[config.mk]
export PLATFORM = sky130hd
export DESIGN_NAME = separable_switch_allocator
export DESIGN_NICKNAME = d
export VERILOG_FILES = /design/src/rtl/noc_params.sv /design/src/rtl/separable_switch_allocator_round_robin_arbiter.sv /design/src/rtl/separable_switch_allocator.sv
export SDC_FILE = /design/constraint.sdc
export NUM_CORES = 1
export LEC_CHECK = 0
export ABC_AREA = 1
export BUFFER_PORTS_ARGS = -buffer_cell sky130_fd_sc_hd__buf_2
export CORE_MARGIN = 2
export CORE_UTILIZATION = 65
export DETAILED_ROUTE_END_ITERATION = 12
export GPL_TIMING_DRIVEN = 0
export PLACE_DENSITY = 0.84
export SYNTH_ARGS = -nofsm -noshare
export SYNTH_HDL_FRONTEND = slang
export SYNTH_SLANG_ARGS = --single-unit
[constraint.sdc]
create_clock -name clk -period 11.1 [get_ports clk]
set_input_delay 1.665 -clock clk [delete_from_list [all_inputs] [get_ports clk]]
set_output_delay 1.665 -clock clk [all_outputs]
set_load 0.005 [all_outputs]
[src/rtl/noc_params.sv]
// Router-wide network parameters shared by the switch allocator and its arbiters.
package noc_params;

    localparam int PORT_NUM    = 5;
    localparam int VC_NUM      = 2;
    localparam int VC_SIZE     = $clog2(VC_NUM);
    localparam int BUFFER_SIZE = 8;
    localparam int CREDIT_SIZE = $clog2(BUFFER_SIZE + 1);

    typedef logic [$clog2(PORT_NUM)-1:0] port_t;

endpackage

[src/rtl/separable_switch_allocator_round_robin_arbiter.sv]
// Round-robin arbiter: one-hot grant to the first request at or after the pointer.
// The pointer moves past the granted index only when update_en says the grant was used.
module round_robin_arbiter #(
    parameter int N = 4
) (
    input  logic         clk,
    input  logic         rst,
    input  logic [N-1:0] request,
    input  logic         update_en,
    output logic [N-1:0] grant
);

    localparam int PW = (N > 1) ? $clog2(N) : 1;

    logic [PW-1:0] ptr;
    logic [PW-1:0] idx;
    logic [PW-1:0] gidx;
    logic          found;

    // Scan requests in rotated order starting at the pointer; first hit wins.
    always_comb begin
        grant = '0;
        gidx  = '0;
        idx   = '0;
        found = 1'b0;
        for (int k = 0; k < N; k++) begin
            idx = PW'((int'(ptr) + k) % N);
            if (!found && request[idx]) begin
                grant[idx] = 1'b1;
                gidx       = idx;
                found      = 1'b1;
            end
        end
    end

    // Advance the pointer to one past the winner when the grant is committed.
    always_ff @(posedge clk or negedge rst) begin
        if (!rst) begin
            ptr <= '0;
        end else if (update_en && found) begin
            ptr <= PW'((int'(gidx) + 1) % N);
        end
    end

endmodule

[src/rtl/separable_switch_allocator.sv]
// Separable input-first switch allocator: per-input VC arbitration, then per-output
// input arbitration, gated by per-output/per-downstream-VC credit counters.
module separable_switch_allocator
    import noc_params::*;
#(
    parameter int BUFFER_SIZE = noc_params::BUFFER_SIZE
) (
    input  logic                clk,
    input  logic                rst,
    input  logic [VC_NUM-1:0]   switch_request [PORT_NUM],
    input  port_t               out_port       [PORT_NUM][VC_NUM],
    input  logic [VC_SIZE-1:0]  downstream_vc  [PORT_NUM][VC_NUM],
    input  logic [PORT_NUM-1:0] credit_valid,
    input  logic [VC_SIZE-1:0]  credit_vc      [PORT_NUM],
    output logic [VC_SIZE-1:0]  vc_sel         [PORT_NUM],
    output logic [PORT_NUM-1:0] valid_sel,
    output port_t               xb_in_port     [PORT_NUM],
    output logic [PORT_NUM-1:0] xb_valid,
    output logic                credit_error
);

    localparam int             CW         = $clog2(BUFFER_SIZE + 1);
    localparam logic [CW-1:0]  CREDIT_MAX = CW'(BUFFER_SIZE);

    logic [CW-1:0]       credit   [PORT_NUM][VC_NUM];
    logic [VC_NUM-1:0]   eligible [PORT_NUM];
    logic [VC_NUM-1:0]   in_gnt   [PORT_NUM];
    logic [VC_SIZE-1:0]  cand     [PORT_NUM];
    port_t               target   [PORT_NUM];
    logic [PORT_NUM-1:0] has_cand;
    logic [PORT_NUM-1:0] out_req  [PORT_NUM];
    logic [PORT_NUM-1:0] out_gnt  [PORT_NUM];
    port_t               win_port [PORT_NUM];
    logic [PORT_NUM-1:0] out_busy;
    logic [PORT_NUM-1:0] win;
    logic [VC_NUM-1:0]   dec      [PORT_NUM];
    logic [VC_NUM-1:0]   inc      [PORT_NUM];

    // A VC may compete only if its downstream buffer has at least one free slot.
    always_comb begin
        for (int i = 0; i < PORT_NUM; i++) begin
            for (int v = 0; v < VC_NUM; v++) begin
                eligible[i][v] = 1'b0;
                if (switch_request[i][v] && (int'(out_port[i][v]) < PORT_NUM)) begin
                    eligible[i][v] = (credit[out_port[i][v]][downstream_vc[i][v]] != '0);
                end
            end
        end
    end

    // Stage 1 and stage 2 arbiters; pointers only move for grants that survive both stages.
    for (genvar g = 0; g < PORT_NUM; g++) begin : g_arb
        round_robin_arbiter #(.N(VC_NUM)) u_in_arb (
            .clk       (clk),
            .rst       (rst),
            .request   (eligible[g]),
            .update_en (win[g]),
            .grant     (in_gnt[g])
        );
        round_robin_arbiter #(.N(PORT_NUM)) u_out_arb (
            .clk       (clk),
            .rst       (rst),
            .request   (out_req[g]),
            .update_en (out_busy[g]),
            .grant     (out_gnt[g])
        );
    end

    // Decode stage-1 winners, build stage-2 requests and decode stage-2 winners.
    always_comb begin
        for (int i = 0; i < PORT_NUM; i++) begin
            has_cand[i] = |in_gnt[i];
            cand[i]     = '0;
            for (int v = 0; v < VC_NUM; v++) begin
                if (in_gnt[i][v]) cand[i] = VC_SIZE'(v);
            end
            target[i] = out_port[i][cand[i]];
        end
        for (int o = 0; o < PORT_NUM; o++) begin
            for (int i = 0; i < PORT_NUM; i++) begin
                out_req[o][i] = has_cand[i] && (int'(target[i]) == o);
            end
        end
        for (int i = 0; i < PORT_NUM; i++) win[i] = 1'b0;
        for (int o = 0; o < PORT_NUM; o++) begin
            out_busy[o] = |out_gnt[o];
            win_port[o] = '0;
            for (int i = 0; i < PORT_NUM; i++) begin
                if (out_gnt[o][i]) begin
                    win_port[o] = port_t'(i);
                    win[i]      = 1'b1;
                end
            end
        end
    end

    // Grant outputs are combinational and held at zero while reset is asserted.
    always_comb begin
        for (int i = 0; i < PORT_NUM; i++) begin
            valid_sel[i]  = rst && win[i];
            vc_sel[i]     = (rst && win[i]) ? cand[i] : '0;
            xb_valid[i]   = rst && out_busy[i];
            xb_in_port[i] = (rst && out_busy[i]) ? win_port[i] : '0;
        end
    end

    // Per-counter decrement (committed grant) and increment (returned credit) strobes.
    always_comb begin
        for (int o = 0; o < PORT_NUM; o++) begin
            for (int v = 0; v < VC_NUM; v++) begin
                dec[o][v] = 1'b0;
                inc[o][v] = credit_valid[o] && (credit_vc[o] == VC_SIZE'(v));
            end
        end
        for (int i = 0; i < PORT_NUM; i++) begin
            if (win[i]) dec[target[i]][downstream_vc[i][cand[i]]] = 1'b1;
        end
    end

    // Credit counters: a return into a full, non-decremented counter saturates and flags.
    always_ff @(posedge clk or negedge rst) begin
        if (!rst) begin
            credit_error <= 1'b0;
            for (int o = 0; o < PORT_NUM; o++) begin
                for (int v = 0; v < VC_NUM; v++) credit[o][v] <= CREDIT_MAX;
            end
        end else begin
            for (int o = 0; o < PORT_NUM; o++) begin
                for (int v = 0; v < VC_NUM; v++) begin
                    if (dec[o][v] && !inc[o][v]) begin
                        credit[o][v] <= credit[o][v] - CW'(1);
                    end else if (inc[o][v] && !dec[o][v]) begin
                        if (credit[o][v] == CREDIT_MAX) credit_error <= 1'b1;
                        else                            credit[o][v] <= credit[o][v] + CW'(1);
                    end
                end
            end
        end
    end

endmodule

==> impl_results.md, run 1 <==
* Die W at around 160 um
* DIE AREA at between 20000 and 25000 um2
* Setup violators final at 0
* CP max FO at 9
* Top cells by count, synth: nand2_1 (819), inv_1 (407), nor2_1 (353)
* Fin. Hold Viols at 0
* Routed wire length at 48200 um
* Detailed placement HPWL at approximately 40000 um
* Number of synthesized flops with an enable pin at 0
* Diodes inserted at 0
* Total CTS buffers at 9
* Period utilization at between 60% and 70%
* Yosys top cell by area: nand2_1
* CTS clk-pin slew, worst paths at 60 ps
* Antenna viol nets, final at 0
* Height of the die at about 160 um
* Worst EP arrival at just under 6000 ps
* Net count, final at slightly above 3000
* Initial antenna violation count at 0
* Clock H-tree levels at 3
* Synth top area share at approximately a fifth
* Outcome: finished clean
* Sequential area share after synthesis at 10.1%
* Top-count cell post-synth: nand2_1
* Worst endpoint required time at roughly 9400 ps
* CTS sink count at between 60 and 70
* Vias/cell at 5.60
* Clock Latency Late Sink at 350 ps
* Clk_skew at between 10 and 15 ps
* Post-Syn Instances at around 2700
* # port buffers at 86
* Max transition margin at a little over a third
* Async set-reset flop share out of synthesis at 100%
* Core Region at about 23000 um2
* CTS tree: built
* Main synth FF type: dfrtp_1
* Drt wl/cell at approximately 15 um
* Layout cells sized above 1 at between 10 and 15%
* Router iterations before antenna repair at 6
* Starting Density at 65.6%
* CP Launch Point: g_arb[3].u_out_arb.ptr[0]$_DFFE_PN0P_
* Max cap viols at 0
* Final std cells w/o fill at approximately 3100
* Largest net degree at the start of global routing at between 60 and 70
* Total Neg Setup Slack at 0 ps
* RSZ-0062 raised after global routing: no
* Mapped Area at around 15000 um2
* Hold buffer count at CTS at 0
* Fin. max-slew vios at 0
* RD Place Congestion at 1.04
* Clock Path Buffers at 2
* Vias in the first global route at approximately 16000
* CTS resizes at 0
* I/O Pins at 93
* Setup bufs post-CTS at 0
* Setup CP Type: flip-flop to output port
* Via count at 17558
* Crit path launch type: flip-flop
* Syn nets at just under 3000
* Syn_area_per_cell at 5.62 um2
* Clk root buf: clkbuf_16
* Final core utilization at 70.4%
* 1st-iter DRT viols at ~1600
* Area delta synth->final at 7.32%
* Placed cell areas at about 16000 um2
* Worst-margin pin slew at between 900 and 1000 ps
* Site Rows at between 50 and 60
* Synth area leaders: nand2_1 (20%), ha_1 (13%), inv_1 (10%)
* Minimum clock period at 7620 ps
* Placed insts at 3119
* Number of synthesized register bits at 61
* Ys Warns at 0
* Hold crit path type: flip-flop to flip-flop
* DRC at 0
* Final Cell Area at 16400 um2
* First-pass GRT wire length at between 70000 and 80000 um
* Fmax at about 130 MHz
* Netlist cell types at between 50 and 60
* Filler Cell Count at between 2000 and 2500
* Worst r2r src: g_arb[3].u_out_arb.ptr[0]$_DFFE_PN0P_
* Total GRT Usage at about 39%
* Crit path capture type: output port
* Overflow after GRT at 0
## through the flow
stage / setup WS (ps) / hold WS, ps
global route: 2980 / 507
finish: 3480 / 479
global placement: 4140 / 456
detailed placement: 3980 / 463
CTS: 3580 / 479
floorplan: 5100 / 441
## placed cells by master, fill, tap and decap left out, drive strengths merged, types with 51 or more instances in the layout
cell and n:
buf 107, nand4 65, nand2 861, nand3 261
o21ai 142, ha 157, xor2 58, nor2 407
dfrtp 51, a21oi 63, inv 440
## final cells by class
cell class	instances	area, um2	area share [%]
clock buffers	11	233	1.42
multi-input cells	2181	11900	72.5
repair buffers	86	433	2.64
well taps	319	399	2.44
flip-flops and latches	61	1540	9.40
clock inverters	5	52.6	0.321
inverters	444	1670	10.2
plain buffers	28	169	1.03
## registers in the layout (all words and copies together) (netlist names), named ones only
signal / count
credit_error: 1
g_arb.u_out_arb.ptr: 15
credit: 40
## cells by family (layout without fill, tap and decap cells)
group	after synthesis	in the layout	synth area share, %
AOI/OAI and AO/OA	275	275	10.3
xor gates and xnor gates	74	74	4.44
adders and majority gates	169	169	14.4
buffers and inverters	472	574	12.1
DFF	61	61	10.1
muxes	1	1	0.0656
and+or+nand+nor	1662	1662	48.6
## worst max-delay path, stage by stage, from the launching register on
cell and delay [ps]:
dfrtp_1 490, buf_2 290, clkinv_1 330, ha_1 550
inv_1 140, ha_1 200, or2_2 300, o21ai_1 270
xor2_1 260, inv_1 100, ha_1 210, o21ai_1 120
nand2_1 110, xor2_1 220, inv_1 150, nand2_1 60
o21ai_0 290, nand2_1 80, nor2_1 230, nor2_4 100
nand3_1 170, nand3_2 240, nor2_1 160, nand3_1 200
nand2_1 160, nor2_1 60, buf_2 120
## worst paths after layout
path / cells past startpoint / end / slack [ps]
worst max-delay path: 26 / vc_sel[0] / 3480
worst min-delay path: 2 / flip-flop / 480
worst max register to register: 33 / credit[11]$_DFFE_PN1P_ / 4020
worst min register to register: 2 / flip-flop / 480
max in group asynchronous: 1 / g_arb[1].u_out_arb.ptr[0]$_DFFE_PN0P_ / 9000
min in group asynchronous: 1 / credit[13]$_DFFE_PN0P_ / 1460
## routing by layer
layer  vias up  wire, um  track usage [%]
met5         -         0                0
met4         0      2080             17.5
met3       131      4600             8.01
met2       723     21300             62.4
met1      7909     20200             49.7
li1       8795         -                -
Power of run 1 is left out: the tool's default activity adds up to more than one toggle a clock period on the data nets, which glitch-free logic cannot reach.
==> run 2, diff against run 1 <==
ABC_AREA = 0   (was 1)
CORE_UTILIZATION = 58   (was 65)
PLACE_DENSITY = 0.8   (was 0.84)
clock period = 6.8 ns   (was 11.1 ns; I/O delays follow)
==> impl_results.md, run 2 <==
* Worst endpoint required time at 5780 ps (was 9440 ps)
* Core Region at 25200 um2 (was 23300 um2)
* Worst-margin pin slew at 974 ps (was 968 ps)
* Number of synthesized flops with an enable pin at 0 (unchanged)
* Commonest non-fill, non-tap cell in the layout: nand2_1 (unchanged)
* CP max FO at 10 (was 9)
* Starting Density at 59.2% (was 65.6%)
* Detailed placement HPWL at 39500 um (was 39400 um)
* 1st-iter DRT viols at 1919 (was 1634)
* First-pass GRT wire length at 79900 um (was 77300 um)
* Router iterations before antenna repair at 6 (unchanged)
* Mapped Area at 14900 um2 (was 15300 um2)
* Syn_area_per_cell at 7.45 um2 (was 5.62 um2)
* Top-count cell post-synth: nand2_1 (unchanged)
* Hold WS at 523 ps (was 479 ps)
* Vias in the first global route at 15139 (was 16179)
* Area delta synth->final at 15.8% (was 7.32%)
* CP delay by family, top: compound AO/OA/AOI/OAI gates (was simple AND/OR/NAND/NOR gates)
* Max cap viols at 0 (unchanged)
* Worst stage delay on the critical path at 790 ps (was 550 ps)
* Setup CP Type: flip-flop to output port (unchanged)
* Worst EP arrival at 5660 ps (was 5960 ps)
* Crit path capture type: output port (unchanged)
* Largest net degree at the start of global routing at 56 (was 63)
* Number of synthesized register bits at 61 (unchanged)
* Top reg by flops: credit (unchanged)
* Outcome: finished clean (unchanged)
* Filler Cell Count at 2128 (was 2244)
* Clock Path Buffers at 2 (unchanged)
* Total GRT Usage at 37.1% (was 38.7%)
* Async set-reset flop share out of synthesis at 100% (unchanged)
* Synth area leaders: ha_1 (13%), dfrtp_1 (8.6%), nand2_1 (4.6%) (was nand2_1 (20%), ha_1 (13%), inv_1 (10%))
* Clock Latency Late Sink at 360 ps (was 350 ps)
* Ys Warns at 0 (unchanged)
* Syn nets at 2233 (was 2945)
* Setup violators final at 0 (unchanged)
* Netlist cell types at 129 (was 59)
* Sequential area share after synthesis at 10.3% (was 10.1%)
* Fmax at 150 MHz
* CTS sink count at 61 (unchanged)
* Hold crit path type: primary input to async pin (was flip-flop to flip-flop)
* Routed wire length at 51800 um (was 48200 um)
* Regs by FF count: credit: 40 flops, g_arb.u_out_arb.ptr: 15 flops, credit_error: 1 flops (unchanged)
* I/O Pins at 93 (unchanged)
* Fin. Hold Viols at 0 (unchanged)
* Yosys top cell by area: ha_1 (was nand2_1)
* Main synth FF type: dfrtp_1 (unchanged)
* Layout cells sized above 1 at 18.7% (was 11.5%)
* DRC at 0 (unchanged)
* Top cells by count, synth: nand2_1 (181), nor2_1 (170), ha_1 (157) (was nand2_1 (819), inv_1 (407), nor2_1 (353))
* Total CTS buffers at 9 (unchanged)
* CP max-delay cell: or4_1 (was ha_1)
* Clk root buf: clkbuf_16 (unchanged)
* Via count at 16880 (was 17558)
* Site Rows at 58 (was 56)
* Antenna viol nets, final at 0 (unchanged)
* Net count, final at 2374 (was 3042)
* Initial antenna violation count at 2 (was 0)
* Die W at 164 um (was 157 um)
* Flip-flop count of the largest register after layout at 40 (unchanged)
* Overflow after GRT at 0 (unchanged)
* Period utilization at a little under 100%
* Buf/Inv on CP at 3 (was 6)
* Max transition margin at 33.2% (was 35.5%)
* DIE AREA at 27000 um2 (was 24700 um2)
* Highest-count cells in the layout ignoring fill and taps: nand2_1 (181), nor2_1 (166), ha_1 (144), inv_1 (142), o21ai_0 (118) (was nand2_1 (819), inv_1 (407), nor2_1 (353), nand3_1 (241), ha_1 (157))
* Drt wl/cell at 20.9 um (was 15.4 um)
* Hold buffer count at CTS at 0 (unchanged)
* CTS clk-pin slew, worst paths at 70 ps (was 60 ps)
* Crit path launch type: flip-flop (unchanged)
* Synth top area share at 13.2% (was 20.1%)
* CTS tree: built (unchanged)
* RD Place Congestion at 1.06 (was 1.04)
* Clock H-tree levels at 3 (unchanged)
* Post-Syn Instances at 2002 (was 2714)
* Minimum clock period at 6680 ps
* Clk_skew at 8.28 ps (was 12.3 ps)
* # port buffers at 79 (was 86)
* Height of the die at 164 um (was 157 um)
* Fin. max-slew vios at 0 (unchanged)
* Vias/cell at 6.81 (was 5.60)
* Worst path cell trace: or4_1 -> a221oi_1 -> a31oi_1 -> o21a_1 -> clkbuf_1 -> a211oi_1 -> o22ai_2 -> a222oi_1 -> o211ai_1 -> buf_4 -> or2_1 -> a2bb2oi_4 -> nand3_2 -> nor4_4 -> nor2_1 -> buf_2
==> run 2: cell count changes after synthesis, moves of 43 or more <==
cell      delta
a21oi_1     +52
inv_1      -259
mux2i_1     +57
nand2_1    -638
nand2b_1    +43
nand3_1    -194
nand4_1     -49
nor2_1     -183
xnor2_1     +54
==> run 2: routing by layer <==
layer	vias to the layer above	global-route usage, %	part of all wire (%)
met5	-	0	0.10
met4	2	13.9	4.1
met3	178	6.82	11
met2	1027	58.2	44
met1	7901	50.6	40
li1	7772	-	-
==> run 2: kinds of logic after synthesis <==
family / after synthesis / synth area share [%]
and+or+nand+nor: 754 / 27.2
AOI/OAI and AO/OA: 625 / 30.3
muxes: 86 / 6.25
xor gates and xnor gates: 95 / 5.58
buffers and inverters: 212 / 5.55
DFF: 61 / 10.3
adders and majority gates: 169 / 14.8
==> run 2: repair_timing <==
action	4_1_cts	5_1_grt
buffers inserted	18	34
setup endpoints to repair	74	57
gates resized for setup	74	96
pin swaps	10	31
==> run 2: area by class of cell <==
cell class,count,area [um2],area share [%]
antenna,2,5.00,0.0290
timing repair buffer,133,846,4.90
tap,330,413,2.39
buffer,55,256,1.49
clock inverter,6,87.6,0.507
multi-input combinational,1729,13300,76.9
inverter,154,609,3.53
clock buffer,10,229,1.33
sequential,61,1550,8.97
==> run 2: stage by stage <==
| stage | setup slack [ps] | utilization (%) | instances | setup TNS [ps] | area [um2] |
|---|---|---|---|---|---|
| final | 116 | 68.6 | 2480 | 0 | 17300 |
| after global routing | -122 | 68.6 | 2480 | -959 | 17300 |
| after CTS | 0.124 | 65.7 | 2444 | 0 | 16500 |
| after detailed placement | -1030 | 62.5 | 2413 | -29870 | 15700 |
| after global placement | -1030 | 62.4 | 2411 | -23400 | 15700 |
| after floorplan | 361 | - | 2002 | 0 | 14900 |
==> run 2: final timing paths <==
check / startpoint / endpoint / slack, ps / cells after the start
worst max-delay path: credit[21]$_DFFE_PN0P_ / valid_sel[0] / 120 / 16
worst min register to register: flip-flop / flip-flop / 530 / 1
worst max register to register: credit[8]$_DFFE_PN0P_ / credit[35]$_DFFE_PN1P_ / 170 / 21
worst min-delay path: rst / g_arb[2].u_out_arb.ptr[2]$_DFFE_PN0P_ / 520 / 1
max in group asynchronous: rst / credit[15]$_DFFE_PN1P_ / 5660 / 2
min in group clk: flip-flop / flip-flop / 530 / 1
Power of run 2 is left out for the same reason.
